==> src/rtl/fetch_unit.sv <==
// Instruction fetch stage for the single-cycle RV32I core.
// Owns the PC. Fetches over a req/ready + rvalid handshake and holds each word until the
// core acks it. Computes the next PC from pc_src, imm and rs1.
// Optional build macro MISALIGN_TRAP_EN: a misaligned next-PC target redirects to TRAP_VEC
// and pulses misalign for one cycle. Without the macro, target bits [1:0] are cleared.
module fetch_unit #(
    parameter logic [31:0] RESET_PC  = 32'h0000_0000,
    parameter logic [31:0] NOP_INSTR = 32'h0000_0013
`ifdef MISALIGN_TRAP_EN
    ,
    parameter logic [31:0] TRAP_VEC  = 32'h0000_0100
`endif
) (
    input  logic        clk,
    input  logic        rst,
    output logic        imem_req,
    output logic [31:0] imem_addr,
    input  logic        imem_ready,
    input  logic        imem_rvalid,
    input  logic [31:0] imem_rdata,
    output logic [31:0] instr,
    output logic [31:0] instr_pc,
    output logic        instr_valid,
    input  logic        instr_ack,
    input  logic        stall,
    input  logic [1:0]  pc_src,
    input  logic [31:0] imm,
    input  logic [31:0] rs1,
    output logic        misalign
);

    typedef enum logic [1:0] {StFetch, StWait, StHold} state_t;

    state_t      state;
    logic [31:0] pc;
    logic [31:0] target;

    assign imem_addr = pc;

    // Next-PC target; offsets are taken from instr_pc, the PC of the held word.
    always_comb begin
        target = instr_pc + 32'd4;
        case (pc_src)
            2'b01:   target = instr_pc + imm;
            2'b10:   target = (rs1 + imm) & 32'hFFFF_FFFE;
            default: target = instr_pc + 32'd4;
        endcase
    end

    // Fetch FSM with registered handshake and instruction outputs.
    always_ff @(posedge clk) begin
        if (rst) begin
            state       <= StFetch;
            pc          <= RESET_PC;
            imem_req    <= 1'b0;
            instr       <= NOP_INSTR;
            instr_pc    <= 32'h0000_0000;
            instr_valid <= 1'b0;
            misalign    <= 1'b0;
        end else begin
            misalign <= 1'b0;
            case (state)
                StFetch: begin
                    // Only after reset is req low here; raise it, then hold until accepted.
                    if (!imem_req) begin
                        imem_req <= 1'b1;
                    end else if (imem_ready) begin
                        imem_req <= 1'b0;
                        state    <= StWait;
                    end
                end
                StWait: begin
                    if (imem_rvalid) begin
                        instr       <= imem_rdata;
                        instr_pc    <= pc;
                        instr_valid <= 1'b1;
                        state       <= StHold;
                    end
                end
                StHold: begin
                    if (instr_ack && !stall) begin
                        instr       <= NOP_INSTR;
                        instr_valid <= 1'b0;
                        imem_req    <= 1'b1;
                        state       <= StFetch;
`ifdef MISALIGN_TRAP_EN
                        if (target[1:0] != 2'b00) begin
                            pc       <= TRAP_VEC;
                            misalign <= 1'b1;
                        end else begin
                            pc <= target;
                        end
`else
                        pc <= target & 32'hFFFF_FFFC;
`endif
                    end
                end
                default: state <= StFetch;
            endcase
        end
    end

endmodule

==> config.mk <==
export PLATFORM = sky130hd
export DESIGN_NAME = fetch_unit
export DESIGN_NICKNAME = d
export VERILOG_FILES = /design/src/rtl/fetch_unit.sv
export SDC_FILE = /design/constraint.sdc
export NUM_CORES = 1
export LEC_CHECK = 0
export BUFFER_PORTS_ARGS = -buffer_cell sky130_fd_sc_hd__buf_2
export CORE_UTILIZATION = 45
export CTS_CLUSTER_SIZE = 30
export DETAILED_ROUTE_END_ITERATION = 16
export PLACE_DENSITY = 0.71
export REMOVE_ABC_BUFFERS = 1
export SKIP_LAST_GASP = 1
export SLEW_MARGIN = 0
export SYNTH_ARGS = -nofsm -noshare
export SYNTH_HDL_FRONTEND = slang
export SYNTH_SLANG_ARGS = --single-unit
==> constraint.sdc <==
create_clock -name clk -period 9.15 [get_ports clk]
set_clock_uncertainty 0.05 [all_clocks]
set_input_delay 2.2875 -clock clk [delete_from_list [all_inputs] [get_ports clk]]
set_output_delay 2.2875 -clock clk [all_outputs]
set_load 0.01 [all_outputs]
---- After elaboration in Yosys (flattened, before gate mapping) ----
Cells that the tools add are included.
word-level totals
  flip-flop bits (word level) ............. 96
  bits in latches ......................... 0
  memory bits (writable) .................. 0
  ROM bits ................................ 0
  bits of input ports ..................... 104
  word-level logic and storage cells ...... 43
  memories kept ........................... 0
operators by class
  add/subtract/negate cells ............... 3
  multiply operators ...................... 0
  divide/modulo/power cells ............... 0
  magnitude comparators ................... 0
  equality and inequality tests ........... 8
  shift-type cells ........................ 0
  mux-type cells .......................... 16
  bitwise gates (word level) .............. 0
  reduce and logical (&&, ||, !) cells .... 10
operators by type and width
  kind                                           number
  one-hot mux 32 bit (2 select lines)            2
  adder 32 bit                                   2
  two-way mux 32 bit                             2
  adder 32 x 3 -> 32 bit, second input constant  1
  two-way mux 2 bit                              4
  inequality test 2 bit, second input constant   4
  one-hot mux 2 bit (3 select lines)             1
  AND reduction 2 bit                            3
  two-way mux 1 bit                              5
  == test 2 x 1 -> 1 bit, second input constant  2
  == test 2 bit, second input constant           2
  one-hot mux 1 bit (2 select lines)             2
  AND reduction 4 bit                            1
  nonzero test 2 bit                             2
  AND reduction 3 bit                            1
  logical NOT 2 bit                              1
  logical AND 1 bit                              1
  logical NOT 1 bit                              1

---- Logic depth before layout (Yosys ltp) ----
  depth after elaboration ................. 4
  gate-level depth with buffers ........... 16
  depth with buffers taken out ............ 15

---- Worst setup path after synthesis ----
Ideal clock, no wire load.
  path kind ............................... in2reg
  start ................................... in pc_src[1]
  end ..................................... reg pc[31], in the netlist imem_addr[31]
  arrival time ............................ 5.209 ns
  slack ................................... 3.806 ns
  stages .................................. 15
  cell sequence ........................... inv_1 > ha_1 > clkbuf_1 > clkbuf_1 > and2_1 > ha_1 > or2_2 > a31oi_1 > a21oi_1 > a2111oi_1 > nor3_1 > a21oi_1 > mux2i_1 > a31oi_1 > a211oi_1
between the ends
  cells in the longest elaborated chain, start to end .. 2
ends and longest elaborated chain
  element                                                         line  text
  from (decl)                                                     26    input logic [1:0] pc_src,
  == test 2 bit / == test 2 x 1 -> 1 bit (equally long branches)  43    case (pc_src)
  one-hot mux 32 bit (2 select lines) *                           43
  to (signal assigned)                                            94    pc <= target & 32'hFFFF_FFFC;
  to (decl)                                                       35    logic [31:0] pc;
Mark *: on every way between the ends. The rest lies on a longest branch, timed or not.
A chain may end at the register's enable or synchronous reset.

---- Final worst setup path ----
Ends and elaborated chain as after synthesis.

==> impl_metrics.json <==
{
  "yosys_warnings": 0,
  "rsz0062_at_grt": "no",
  "crit_path_max_incr_delay_ns": 0.80,
  "ys_seq_area_share_pct": 27.6,
  "tns_ns": 0,
  "worstPathRequired_ns": 9.37,
  "area_delta_synth_final_pct": 18.9,
  "place_inst": 1225,
  "critical-path-top-cell-by-count": "a21oi_1",
  "crit_path_max_fanout": 32,
  "grt_pass1_wl_um": 32600,
  "finalSetupViolations": 0,
  "cts.sinks": 96,
  "dr_wl_met2_um": 9330,
  "p_sw_w": 0.000320,
  "seq_area_sq_mm": 0.00192,
  "synth_top_family_by_area": "compound AO/OA/AOI/OAI gates",
  "crit_path_top_delay_cell": "ha_1",
  "diodes": 0,
  "drtPass1Iterations": 5,
  "ant_nets": 0,
  "netSwitchingFraction_pct": 31.3,
  "num_vias": 7095,
  "cts_inserted_buffers": 9,
  "wirelength_um": 20400,
  "initial_core_util_pct": 46.1,
  "synthDistinctLibCells": 73,
  "grt_max_degree": 63,
  "r2r_cells": 10,
  "clock_power_share_pct": 37.3,
  "synth_compound_area_share_pct": 27.6,
  "pre_cts_ws_ns": 2.86,
  "avgSynthCellArea_sq_um": 7.90,
  "globalRoute.totalOverflow": 0,
  "crit_family": "compound AO/OA/AOI/OAI gates",
  "ys_ff_latch": 96,
  "synth-xor-area-share_pct": 5.02,
  "clk_latency_ns": 0.36,
  "wl_per_cell_um": 16.4,
  "drive_gt1_share_pct": 23.6,
  "cts_buffer_depth": 2,
  "hold_depth": 2,
  "fin_cells": 1241,
  "htreeDepth": 3,
  "worstReg2RegStart": "instr_pc[3]$_SDFFE_PP0P_",
  "rows": 45,
  "postPlaceCellArea_sq_mm": 0.00800,
  "postLayoutCellArea_sq_mm": 0.00830,
  "synthMuxAreaShare_pct": 1.17,
  "hp-start": "imem_addr[10]$_SDFFE_PP0P_",
  "via_per_inst": 5.72,
  "sequentialPowerShare_pct": 41.9,
  "hold_viol": 0,
  "synth_ff_type": "dfxtp_1",
  "syn_inst": 883,
  "cts_resized": 0,
  "worstMarginPinSlew_ns": 1.13,
  "path_buf_inv": 3,
  "root_buffer": "clkbuf_16",
  "syn_area_sq_mm": 0.00698,
  "fmax_mhz": 170,
  "r2r_slack_ns": 6.10,
  "status": "completed",
  "path_class": "in2reg",
  "synth-simple-area-share_pct": 22.7,
  "multiInputGateArea_sq_mm": 0.00476,
  "crit_path_cell_trace": "buf_2 -> inv_1 -> ha_1 -> nand2_1 -> inv_1 -> ha_1 -> a211o_1 -> a21oi_1 -> a21oi_1 -> a2111oi_1 -> nor3_1 -> a21oi_1 -> mux2i_1 -> a31oi_1 -> a211oi_1",
  "portBuffers": 197,
  "met3WireLength_um": 1470,
  "postCtsHoldBufs": 0,
  "final_core_util_pct": 54.8,
  "power_density_mw_per_mm2": 123,
  "hpwlAfterDp_um": 14800,
  "gp_congestion": 0.893,
  "synthAdderAreaFrac_pct": 11.2,
  "power.internal_w": 0.000702,
  "min_period_ns": 5.88,
  "io-pin-count": 203,
  "drcViolationCount": 0,
  "end_kind": "flop",
  "synth_async_sr_flop_share_pct": 0,
  "ir_drop_v": 0.0000875,
  "synth_edf_count": 0,
  "cts_setup_buffers": 0,
  "max-slew-margin-rel_pct": 24.8,
  "die-width_um": 127,
  "tritoncts": "built",
  "grt_pass1_vias": 6646,
  "highest_layer": "met4",
  "hold_path_class": "reg2reg",
  "crit_path_start_kind": "input pin",
  "arrival_ns": 6.10,
  "fin_crit_sh_pct": 64.2,
  "grt_antenna_before_repair": 0,
  "core-area_sq_mm": 0.0151,
  "slew_violations": 0,
  "initialDrtViolationCount": 382,
  "setup_ws_ns": 3.27,
  "grt_use_total_pct": 25.6,
  "p_leak_nw": 3.98,
  "finalNetCount": 1214,
  "die_y_um": 127,
  "hold_path_end": "instr_pc[10]$_SDFFE_PP0P_",
  "fillers": 1459,
  "p_comb_share_pct": 20.8,
  "cts.reportedPaths.clkPinSlew_ns": 0.07,
  "met1_length_um": 9150,
  "r2r-end": "imem_addr[31]$_SDFFE_PP0P_",
  "dieArea_sq_mm": 0.0160,
  "maxCapViolCount": 0
}
-- worst max path at each step --
stage,start,endpoint,slack [ns],cells past startpoint
finish,pc_src[1],imem_addr[31]$_SDFFE_PP0P_,3.27,15
global route,pc_src[1],imem_addr[31]$_SDFFE_PP0P_,2.75,15
CTS,pc_src[1],imem_addr[31]$_SDFFE_PP0P_,3.25,15
detailed placement,pc_src[1],imem_addr[31]$_SDFFE_PP0P_,2.86,15
global placement,pc_src[1],imem_addr[31]$_SDFFE_PP0P_,2.95,15
floorplan,imem_rvalid,instr[10]$_SDFFE_PP0P_,3.46,5
-- tightest hold or removal path, stage by stage, from the launching register on --
cell,delay [ns]
dfxtp_1,0.32
nand2_1,0.05
a21oi_1,0.05
-- cells in the mapped netlist (5+ instances only) --
master    instances  share of area (%)
a211oi_1         13                1.4
a21o_1           38                4.1
a21oi_1          81                5.8
a221oi_1         17                2.1
a22oi_1          30                3.2
a31oi_1           8               0.72
and2_1           36                3.2
and3_1            6               0.54
buf_4             5               0.54
buf_6             5               0.81
clkbuf_1         38                2.0
dfxtp_1          96                 28
ha_1             61                 11
inv_1            14               0.75
mux2i_1           7                1.0
nand2_1         105                5.7
nand2b_1         11               0.99
nand3_1          16                1.1
nand4_1           7               0.63
nor2_1           91                4.9
nor2b_1           9               0.81
nor3_1           27                1.9
o211ai_1          6               0.65
o21a_1            6               0.65
o21ai_0          20                1.4
o31ai_1           5               0.54
or2_2             7               0.63
xnor2_1          23                2.9
xor2_1           17                2.1
-- cells by family (layout without fill, tap and decap cells) --
group           count (synthesis)  after routing
fa+ha+maj                      62             62
simple gates                  336            336
other cells                     1              5
mux                             8              8
flops                          96             96
buf+inv                        66            232
xor+xnor                       40             40
compound gates                274            274
-- layout make-up --
type / count / share of cell area [%]
clock inverter: 7 / 0.860
tap: 188 / 2.84
inverter: 14 / 0.633
clock buffer: 9 / 2.71
timing repair buffer: 202 / 12.4
sequential: 96 / 23.2
multi-input combinational: 725 / 57.4
-- power by group through the flow --
| stage | registers (W) | logic [W] | clock network (W) |
|---|---|---|---|
| final | 0.000428 | 0.000213 | 0.000382 |
| after detailed placement | 0.000438 | 0.000211 | 0 |
| after global routing | 0.000429 | 0.000235 | 0.000409 |
| after CTS | 0.000428 | 0.000212 | 0.000390 |
| after global placement | 0.000438 | 0.000209 | 0 |
| after floorplan | 0.000440 | 0.000132 | 0 |
-- per-stage QoR --
stage,hold WS [ns],power [W]
floorplan,0.421,0.000572
global placement,0.404,0.000647
detailed placement,0.408,0.000649
CTS,0.419,0.00103
global route,0.440,0.00107
finish,0.415,0.00102
-- placed cells by master (no fill, tap or decap), types with 27 or more instances in the layout --
cell	instances
nand2_1	105
nor2_1	89
a21oi_1	81
nor3_1	27
dfxtp_1	96
a21o_1	38
buf_2	196
and2_1	36
ha_1	61
a22oi_1	30
-- flip-flops by register name (all words and copies together), names as in the netlist --
signal,cells
state,2
instr,32
instr_pc,30
imem_addr,30
imem_req,1
instr_valid,1
-- per-layer routing --
metal	vias to the layer above	track usage [%]
li1	3547	-
met1	3220	32.3
met2	297	43.3
met3	31	4.60
met4	0	10.2
met5	-	0
(Power assumes the default switching activity.)
